--- src/rtl/clk_div_ctrl.sv ---
// Runtime clock divider with a valid/ready ratio interface. Ratio changes and
// stops are deferred to output-period boundaries so clk_out never glitches.
module clk_div_ctrl #(
    parameter int I_CLK_FREQ = 100_000_000,
    parameter int O_CLK_FREQ = 10_000_000,
    parameter int DIV_W      = 16
) (
    input  logic             clk_in,
    input  logic             aresetn,
    input  logic             en,
    input  logic [DIV_W-1:0] cfg_div,
    input  logic             cfg_valid,
    output logic             cfg_ready,
    output logic             cfg_err,
    output logic [DIV_W-1:0] cur_div,
    output logic             clk_out,
    output logic             tick,
    output logic             busy
);

    localparam int               DEFAULT_DIV   = I_CLK_FREQ / O_CLK_FREQ;
    localparam logic [DIV_W-1:0] DEFAULT_DIV_W = DIV_W'(DEFAULT_DIV);
    localparam logic [DIV_W-1:0] MIN_DIV       = DIV_W'(2);

    localparam logic [1:0] ST_IDLE = 2'd0;
    localparam logic [1:0] ST_RUN  = 2'd1;
    localparam logic [1:0] ST_STOP = 2'd2;

    generate
        if (DEFAULT_DIV < 2 || (64'(DEFAULT_DIV) >> DIV_W) != 64'd0) begin : g_bad_default
            $error("clk_div_ctrl: DEFAULT_DIV must be >= 2 and fit in DIV_W bits");
        end
    endgenerate

    logic [1:0]       state_reg, state_next;
    logic [DIV_W-1:0] cnt_reg, cnt_next;
    logic [DIV_W-1:0] cur_div_reg, cur_div_next;
    logic [DIV_W-1:0] pend_reg, pend_next;
    logic             pend_valid_reg, pend_valid_next;
    logic             cfg_err_reg, cfg_err_next;
    logic             clk_out_reg, clk_out_next;
    logic             tick_reg, tick_next;

    logic running;
    logic boundary;
    logic accept;
    logic bad_div;
    logic active_next;

    always_comb begin
        running         = (state_reg != ST_IDLE);
        boundary        = running && (cnt_reg == cur_div_reg - 1'b1);
        accept          = cfg_valid && !pend_valid_reg;
        bad_div         = (cfg_div < MIN_DIV);

        state_next      = state_reg;
        cnt_next        = cnt_reg;
        cur_div_next    = cur_div_reg;
        pend_next       = pend_reg;
        pend_valid_next = pend_valid_reg;
        cfg_err_next    = accept && bad_div;

        case (state_reg)
            ST_IDLE: begin
                if (en) state_next = ST_RUN;
            end
            ST_RUN: begin
                // A stop requested in the boundary cycle has nothing left to finish.
                if (!en) state_next = boundary ? ST_IDLE : ST_STOP;
            end
            ST_STOP: begin
                if (en)            state_next = ST_RUN;
                else if (boundary) state_next = ST_IDLE;
            end
            default: state_next = ST_IDLE;
        endcase

        if (running && !boundary) cnt_next = cnt_reg + 1'b1;
        else                      cnt_next = '0;

        if (accept && !bad_div) begin
            if (state_reg == ST_IDLE) begin
                cur_div_next = cfg_div;
            end else begin
                pend_next       = cfg_div;
                pend_valid_next = 1'b1;
            end
        end

        // Acceptance needs an empty slot, so this never collides with the store above.
        if (boundary && pend_valid_reg) begin
            cur_div_next    = pend_reg;
            pend_valid_next = 1'b0;
        end

        active_next  = (state_next != ST_IDLE);
        clk_out_next = active_next && (cnt_next < (cur_div_next >> 1));
        tick_next    = active_next && (cnt_next == '0);
    end

    always_ff @(posedge clk_in or negedge aresetn) begin
        if (!aresetn) begin
            state_reg      <= ST_IDLE;
            cnt_reg        <= '0;
            cur_div_reg    <= DEFAULT_DIV_W;
            pend_reg       <= '0;
            pend_valid_reg <= 1'b0;
            cfg_err_reg    <= 1'b0;
            clk_out_reg    <= 1'b0;
            tick_reg       <= 1'b0;
        end else begin
            state_reg      <= state_next;
            cnt_reg        <= cnt_next;
            cur_div_reg    <= cur_div_next;
            pend_reg       <= pend_next;
            pend_valid_reg <= pend_valid_next;
            cfg_err_reg    <= cfg_err_next;
            clk_out_reg    <= clk_out_next;
            tick_reg       <= tick_next;
        end
    end

    assign cfg_ready = !pend_valid_reg;
    assign cfg_err   = cfg_err_reg;
    assign cur_div   = cur_div_reg;
    assign clk_out   = clk_out_reg;
    assign tick      = tick_reg;
    assign busy      = (state_reg != ST_IDLE);

endmodule

--- config.mk ---
export PLATFORM = sky130hd
export DESIGN_NAME = clk_div_ctrl
export DESIGN_NICKNAME = d
export VERILOG_FILES = /design/src/rtl/clk_div_ctrl.sv
export SDC_FILE = /design/constraint.sdc
export NUM_CORES = 1
export LEC_CHECK = 0
export CAP_MARGIN = 20
export CORE_MARGIN = 3
export CORE_UTILIZATION = 35
export CTS_BUF_LIST = sky130_fd_sc_hd__clkbuf_8 sky130_fd_sc_hd__clkbuf_16
export DETAILED_ROUTE_END_ITERATION = 6
export PLACE_DENSITY_LB_ADDON = 0.2
export SETUP_SLACK_MARGIN = 0.15
export SLEW_MARGIN = 30
export SYNTH_ARGS = -nofsm -noshare
export SYNTH_HDL_FRONTEND = slang
export SYNTH_SLANG_ARGS = --single-unit
export TNS_END_PERCENT = 30
--- constraint.sdc ---
create_clock -name clk_in -period 6.33 [get_ports clk_in]
set_input_delay 1.266 -clock clk_in [delete_from_list [all_inputs] [get_ports clk_in]]
set_output_delay 1.266 -clock clk_in [all_outputs]
set_load 0.02 [all_outputs]
Word-level counts from Yosys, hierarchy flattened

Index checks and enable logic that the tools add are counted.

Bits in registers: 54
Bits in latches: 0
Memories kept: 0
Memory bits (writable): 0
Word-level logic and storage cells: 51
Output and inout port bits: 21
Bits in read-only memories: 0
Bits of input ports: 20

Div/mod/pow operators: 0
Shift operators: 0
Equality and inequality tests: 4
$mul: 0
$add $sub $neg: 2
Bitwise logic cells: 1
Reduce and logical (&&, ||, !) cells: 20
Order comparisons: 2
Multiplexer cells: 13

Operators with widths:

| cell                                                         | count |
|---|---|
| two-way mux 16 bit                                           | 4 |
| adder 16 x 1 -> 16 bit (second input constant)               | 1 |
| == test 16 bit                                               | 1 |
| zero test 16 bit                                             | 1 |
| less-than comparator 16 x 15 -> 1 bit                        | 1 |
| less-than comparator 16 x 2 -> 1 bit (second input constant) | 1 |
| subtractor 16 x 1 -> 16 bit (second input constant)          | 1 |
| two-way mux 2 bit                                            | 5 |
| logical AND 1 bit                                            | 8 |
| nonzero test 2 bit                                           | 4 |
| one-hot mux 2 bit (3 select lines)                           | 1 |
| AND reduction 2 bit                                          | 3 |
| zero test 1 bit                                              | 3 |
| two-way mux 1 bit                                            | 3 |
| == test 2 x 1 -> 1 bit (second input constant)               | 1 |
| == test 2 bit (second input constant)                        | 1 |
| zero test 2 bit                                              | 1 |
| inequality test 2 x 1 -> 1 bit (second input constant)       | 1 |
| inverter 1 bit                                               | 1 |

Depth between registers and ports, before layout

Depth in word-level cells: 8
Depth in mapped cells: 20
Mapped depth without buffers: 18

Least setup slack after synthesis

Ideal clock, no wire load.

Kind: input to register
Start point: input port cfg_div[12]
End point: register clk_out_reg, in the netlist clk_out
Arrival: 4.267 ns
Library setup time: 0.087 ns
Buffers on the path: 1
Path slack: 1.977 ns
Cell stages on the path: 15
Data required time: 6.243 ns
Cell sequence: nor4_1 nand4_1 nand3b_1 clkbuf_1 mux2_2 mux2i_1 ha_1 a21o_1 a21o_1 a21oi_1 o21ai_0 a21oi_1 nand2_1 mux2_2 a211oi_2

Longest elaborated chain between the ends: 7
Elaborated cells between the ends (all ways): 8
Classes of those cells: 2 x order compare; 3 x mux; 3 x reduce/logical

RTL lines:

| item                                      | line | text |
|---|---|---|
| from (decl)                               | 11   | `input logic [DIV_W-1:0] cfg_div,` |
| less-than comparator 16 x 2 -> 1 bit      | 54   | `bad_div = (cfg_div < MIN_DIV);` |
| zero test 1 bit                           | 81   | `if (accept && !bad_div) begin` |
| logical AND 1 bit                         | 81   |  |
| two-way mux 16 bit (*)                    | 81   |  |
| two-way mux 16 bit (*)                    | 91   | `if (boundary && pend_valid_reg) begin` |
| less-than comparator 16 x 15 -> 1 bit (*) | 97   | `clk_out_next = active_next && (cnt_next < (cur_div_next >> 1));` |
| logical AND 1 bit (*)                     | 97   |  |
| net clk_out_next                          | 41   | `logic clk_out_reg, clk_out_next;` |
| to (signal assigned)                      | 118  | `clk_out_reg <= clk_out_next;` |
| to (decl)                                 | 41   |  |

The timed path passes the listed nets; every way through them passes the cells marked *. The select of a mux whose other input is x is not followed.
A chain may end at the register's enable or synchronous reset.

Final worst setup path

Start point: input port cfg_div[14]
End point: register clk_out_reg, in the netlist clk_out

Same word-level chain as after synthesis.

==> run_summary.xml <==
<?xml version="1.0" encoding="UTF-8"?>
<metrics>
  <group name="run_status">
    <metric name="status" unit="">finished, final reports clean</metric>
  </group>
  <group name="route">
    <metric name="route.detailed.vias_per_inst" unit="">5.24</metric>
    <metric name="initialDrtViolationCount" unit="">80</metric>
    <metric name="remaining_antenna_violation_count" unit="">0</metric>
    <metric name="wl" unit="µm">8750</metric>
    <metric name="detailroute.via_count" unit="">2639</metric>
    <metric name="first_pass_iters" unit="">4</metric>
    <metric name="wire_per_inst" unit="µm">17.4</metric>
    <metric name="drcViolationCount" unit="">0</metric>
  </group>
  <group name="worst_setup_path">
    <metric name="critical_path.max_fanout" unit="">9</metric>
    <metric name="cp_num_buf_inv" unit="">2</metric>
    <metric name="rr_worst_depth" unit="">19</metric>
    <metric name="critical_path.startpoint_type" unit="">input port</metric>
    <metric name="cpMostUsedCell" unit="">sky130_fd_sc_hd__mux2_2</metric>
    <metric name="crit_slowest_cell" unit="">sky130_fd_sc_hd__clkdlybuf4s50_1</metric>
    <metric name="arrival_worst_endpoint" unit="ns">5.01</metric>
    <metric name="cp_num_cells" unit="">15</metric>
    <metric name="worstSetupPathType" unit="">in -&gt; reg</metric>
    <metric name="worst_setup_path_end_kind" unit="">flip-flop</metric>
    <metric name="timing.critical_path.cells" unit="">clkdlybuf4s50_1 -&gt; nor4_1 -&gt; nand4_1 -&gt; nand3b_1 -&gt; buf_4 -&gt; mux2_2 -&gt; mux2i_1 -&gt; ha_1 -&gt; and4_1 -&gt; a221oi_1 -&gt; o21ai_0 -&gt; a21oi_1 -&gt; nand2_1 -&gt; mux2_2 -&gt; a211oi_2</metric>
    <metric name="peak_per_stage_delay_on_the_critical_path" unit="ns">0.45</metric>
    <metric name="critPathRequiredTime" unit="ns">6.56</metric>
    <metric name="timing.critical_path.max_delay_family" unit="">simple AND/OR/NAND/NOR gates</metric>
  </group>
  <group name="floorplan">
    <metric name="die-width" unit="µm">106</metric>
    <metric name="core.rowCount" unit="">35</metric>
    <metric name="start_util" unit="%">36.9</metric>
    <metric name="fp.dieH" unit="µm">106</metric>
    <metric name="fp.coreArea" unit="mm²">0.00946</metric>
    <metric name="dieArea" unit="mm²">0.0112</metric>
    <metric name="floorplan.io_pins" unit="">41</metric>
  </group>
  <group name="yosys">
    <metric name="ys_ff_latch" unit="">54</metric>
    <metric name="synth.net_count" unit="">374</metric>
    <metric name="synth_edf_count" unit="">0</metric>
    <metric name="synth_area_per_cell" unit="µm²">10.3</metric>
    <metric name="synthesis.instances" unit="">338</metric>
    <metric name="synthFlopType" unit="">sky130_fd_sc_hd__dfrtp_1</metric>
    <metric name="yosys_warnings" unit="">0</metric>
    <metric name="synth_sequential_area_ratio" unit="%">38.8</metric>
    <metric name="syn-cell-area" unit="mm²">0.00349</metric>
    <metric name="ys_async_sr_fraction" unit="%">100</metric>
    <metric name="ys_types" unit="">50</metric>
  </group>
  <group name="clock_network">
    <metric name="clkTransAtPathRegs" unit="ns">0.10</metric>
    <metric name="cts_max_path_buffers" unit="">2</metric>
    <metric name="cts_root_buf" unit="">sky130_fd_sc_hd__clkbuf_8</metric>
    <metric name="hold_buffers" unit="">0</metric>
    <metric name="tritoncts" unit="">yes</metric>
    <metric name="cts_setup_buffers" unit="">0</metric>
    <metric name="post_cts.resized_instances" unit="">0</metric>
    <metric name="worstSkewPairLatency" unit="ns">0.32</metric>
    <metric name="cts_max_level" unit="">2</metric>
    <metric name="tritoncts.num_buffers" unit="">5</metric>
    <metric name="cts_num_sinks" unit="">54</metric>
  </group>
  <group name="timing">
    <metric name="setup_viol_count_final" unit="">0</metric>
    <metric name="max_freq" unit="GHz">0.210</metric>
    <metric name="final.min_clock_period" unit="ns">4.77</metric>
    <metric name="fin_skew" unit="ns">0.00921</metric>
    <metric name="max_slew.worst_pin.slew" unit="ns">0.903</metric>
    <metric name="setup-tns-final" unit="ns">0</metric>
    <metric name="rsz0062_at_grt" unit="">false</metric>
    <metric name="finalWorstSetupSlack" unit="ns">1.56</metric>
    <metric name="slew_viol_final" unit="">0</metric>
    <metric name="final.period_utilization" unit="%">75.4</metric>
    <metric name="relSlewSlack" unit="%">39.2</metric>
    <metric name="hold_viol_final" unit="">0</metric>
  </group>
  <group name="place">
    <metric name="pre_cts_slack" unit="ns">1.17</metric>
    <metric name="dp.final_hpwl" unit="µm">6770</metric>
    <metric name="gpl.final_weighted_congestion" unit="">0.807</metric>
    <metric name="io_buffers" unit="">40</metric>
  </group>
  <group name="global_route">
    <metric name="initial_antenna_violation_count" unit="">0</metric>
    <metric name="grt_pass1_vias" unit="">2639</metric>
    <metric name="grt_util_all_layers" unit="%">16.3</metric>
    <metric name="grt_pass1_wl" unit="µm">14600</metric>
    <metric name="grt_remaining_overflow" unit="">0</metric>
    <metric name="grt_max_degree" unit="">55</metric>
  </group>
  <group name="pwr">
    <metric name="worst_ir_drop_vdd" unit="µV">116</metric>
    <metric name="cellPowerDensity" unit="mW/mm²">220</metric>
    <metric name="total_leakage_power" unit="nW">1.77</metric>
  </group>
  <group name="layout">
    <metric name="mostFrequentLayoutCell" unit="">sky130_fd_sc_hd__dfrtp_1</metric>
    <metric name="finalCoreUtilization" unit="%">43.3</metric>
    <metric name="top_library_cells_by_usage_in_the_layout_fill_and_taps_aside" unit="">sky130_fd_sc_hd__dfrtp_1 (52), sky130_fd_sc_hd__clkdlybuf4s50_1 (39), sky130_fd_sc_hd__mux2_2 (37)</metric>
    <metric name="filler_cell_count" unit="">957</metric>
    <metric name="final_layout_size_suffix_gt1_share" unit="%">17.1</metric>
    <metric name="synthToLayoutAreaGrowth" unit="%">17.4</metric>
    <metric name="antenna-diode-count" unit="">0</metric>
    <metric name="final_nets" unit="">410</metric>
  </group>
  <group name="job">
    <metric name="max_cap_violations" unit="">0</metric>
  </group>
  <group name="min_path">
    <metric name="worst_hold_path_type" unit="">reg -&gt; reg</metric>
    <metric name="hold_path_depth" unit="">1</metric>
  </group>
</metrics>
-- power breakdown --
part           internal [mW]  switching (mW)
registers              0.403          0.0531
clock network         0.0905           0.125
logic                  0.120           0.109
total                  0.613           0.287
-- cells in the mapped netlist, types with 3 or more instances --
cell type                   n  area [µm²]
sky130_fd_sc_hd__a21o_1     4        30.0
sky130_fd_sc_hd__a21oi_1    9        45.0
sky130_fd_sc_hd__and3_1     5        31.3
sky130_fd_sc_hd__and4_1     4        35.0
sky130_fd_sc_hd__clkbuf_1   9        33.8
sky130_fd_sc_hd__dfrtp_1   52        1300
sky130_fd_sc_hd__ha_1      16         200
sky130_fd_sc_hd__inv_1     15        56.3
sky130_fd_sc_hd__inv_2      4        15.0
sky130_fd_sc_hd__mux2_2    37         417
sky130_fd_sc_hd__mux2i_1   15         150
sky130_fd_sc_hd__nand2_1   14        52.6
sky130_fd_sc_hd__nand2b_1   4        25.0
sky130_fd_sc_hd__nand3_1   14        70.1
sky130_fd_sc_hd__nand3b_1   5        37.5
sky130_fd_sc_hd__nand4_1    6        37.5
sky130_fd_sc_hd__nor2_1    25        93.8
sky130_fd_sc_hd__nor2b_1    3        18.8
sky130_fd_sc_hd__nor3_1     9        45.0
sky130_fd_sc_hd__nor4_1     7        43.8
sky130_fd_sc_hd__o211ai_1   3        22.5
sky130_fd_sc_hd__o21ai_0    5        25.0
sky130_fd_sc_hd__xnor2_1   29         254
sky130_fd_sc_hd__xor2_1     9        78.8
-- final cells by class --
cell class              count  area [µm²]  area share, %
multi-input cells         250        1990           48.5
flip-flops and latches     54        1350           33.0
repair buffers             44         425           10.4
well taps                 129         161           3.94
clock buffers               6        82.6           2.02
inverters                  19        71.3           1.74
clock inverters             2        16.3          0.397
-- metrics by stage --
stage	instances	instance area [µm²]	total power [mW]	hold slack, ns
after floorplan	338	3490	0.604	0.474
after global placement	496	4000	0.689	0.486
after detailed placement	496	4000	0.695	0.486
after CTS	504	4100	0.907	0.512
after global routing	504	4100	0.959	0.524
final	504	4100	0.900	0.509
-- cell families after synthesis --
logic type,after synthesis,synth area share (%)
AOI/OAI and AO/OA,32,6.74
xor gates and xnor gates,38,9.54
DFF,54,38.8
muxes,52,16.2
buffers and inverters,34,4.52
and+or+nand+nor,112,18.4
adders and majority gates,16,5.74
-- path summary, 6_finish.rpt --
path                              from      endpoint  slack (ns)
min in group asynchronous      aresetn    cnt_reg[2]        1.08
min                        pend_reg[0]    cur_div[0]        0.51
max in group asynchronous      aresetn  pend_reg[10]        4.76
max                        cfg_div[14]       clk_out        1.56
max reg2reg                 cur_div[0]       clk_out        1.59
min reg2reg                pend_reg[0]    cur_div[0]        0.51
-- metal layers --
| layer | global-route usage [%] | part of all wire (%) | vias to the layer above |
|---|---|---|---|
| li1 | - | - | 1273 |
| met1 | 23.8 | 48 | 1307 |
| met2 | 26.0 | 48 | 54 |
| met3 | 2.39 | 4.1 | 5 |
| met4 | 3.05 | 0.57 | 0 |
| met5 | 0 | 0 | - |
(Power assumes the default switching activity.)
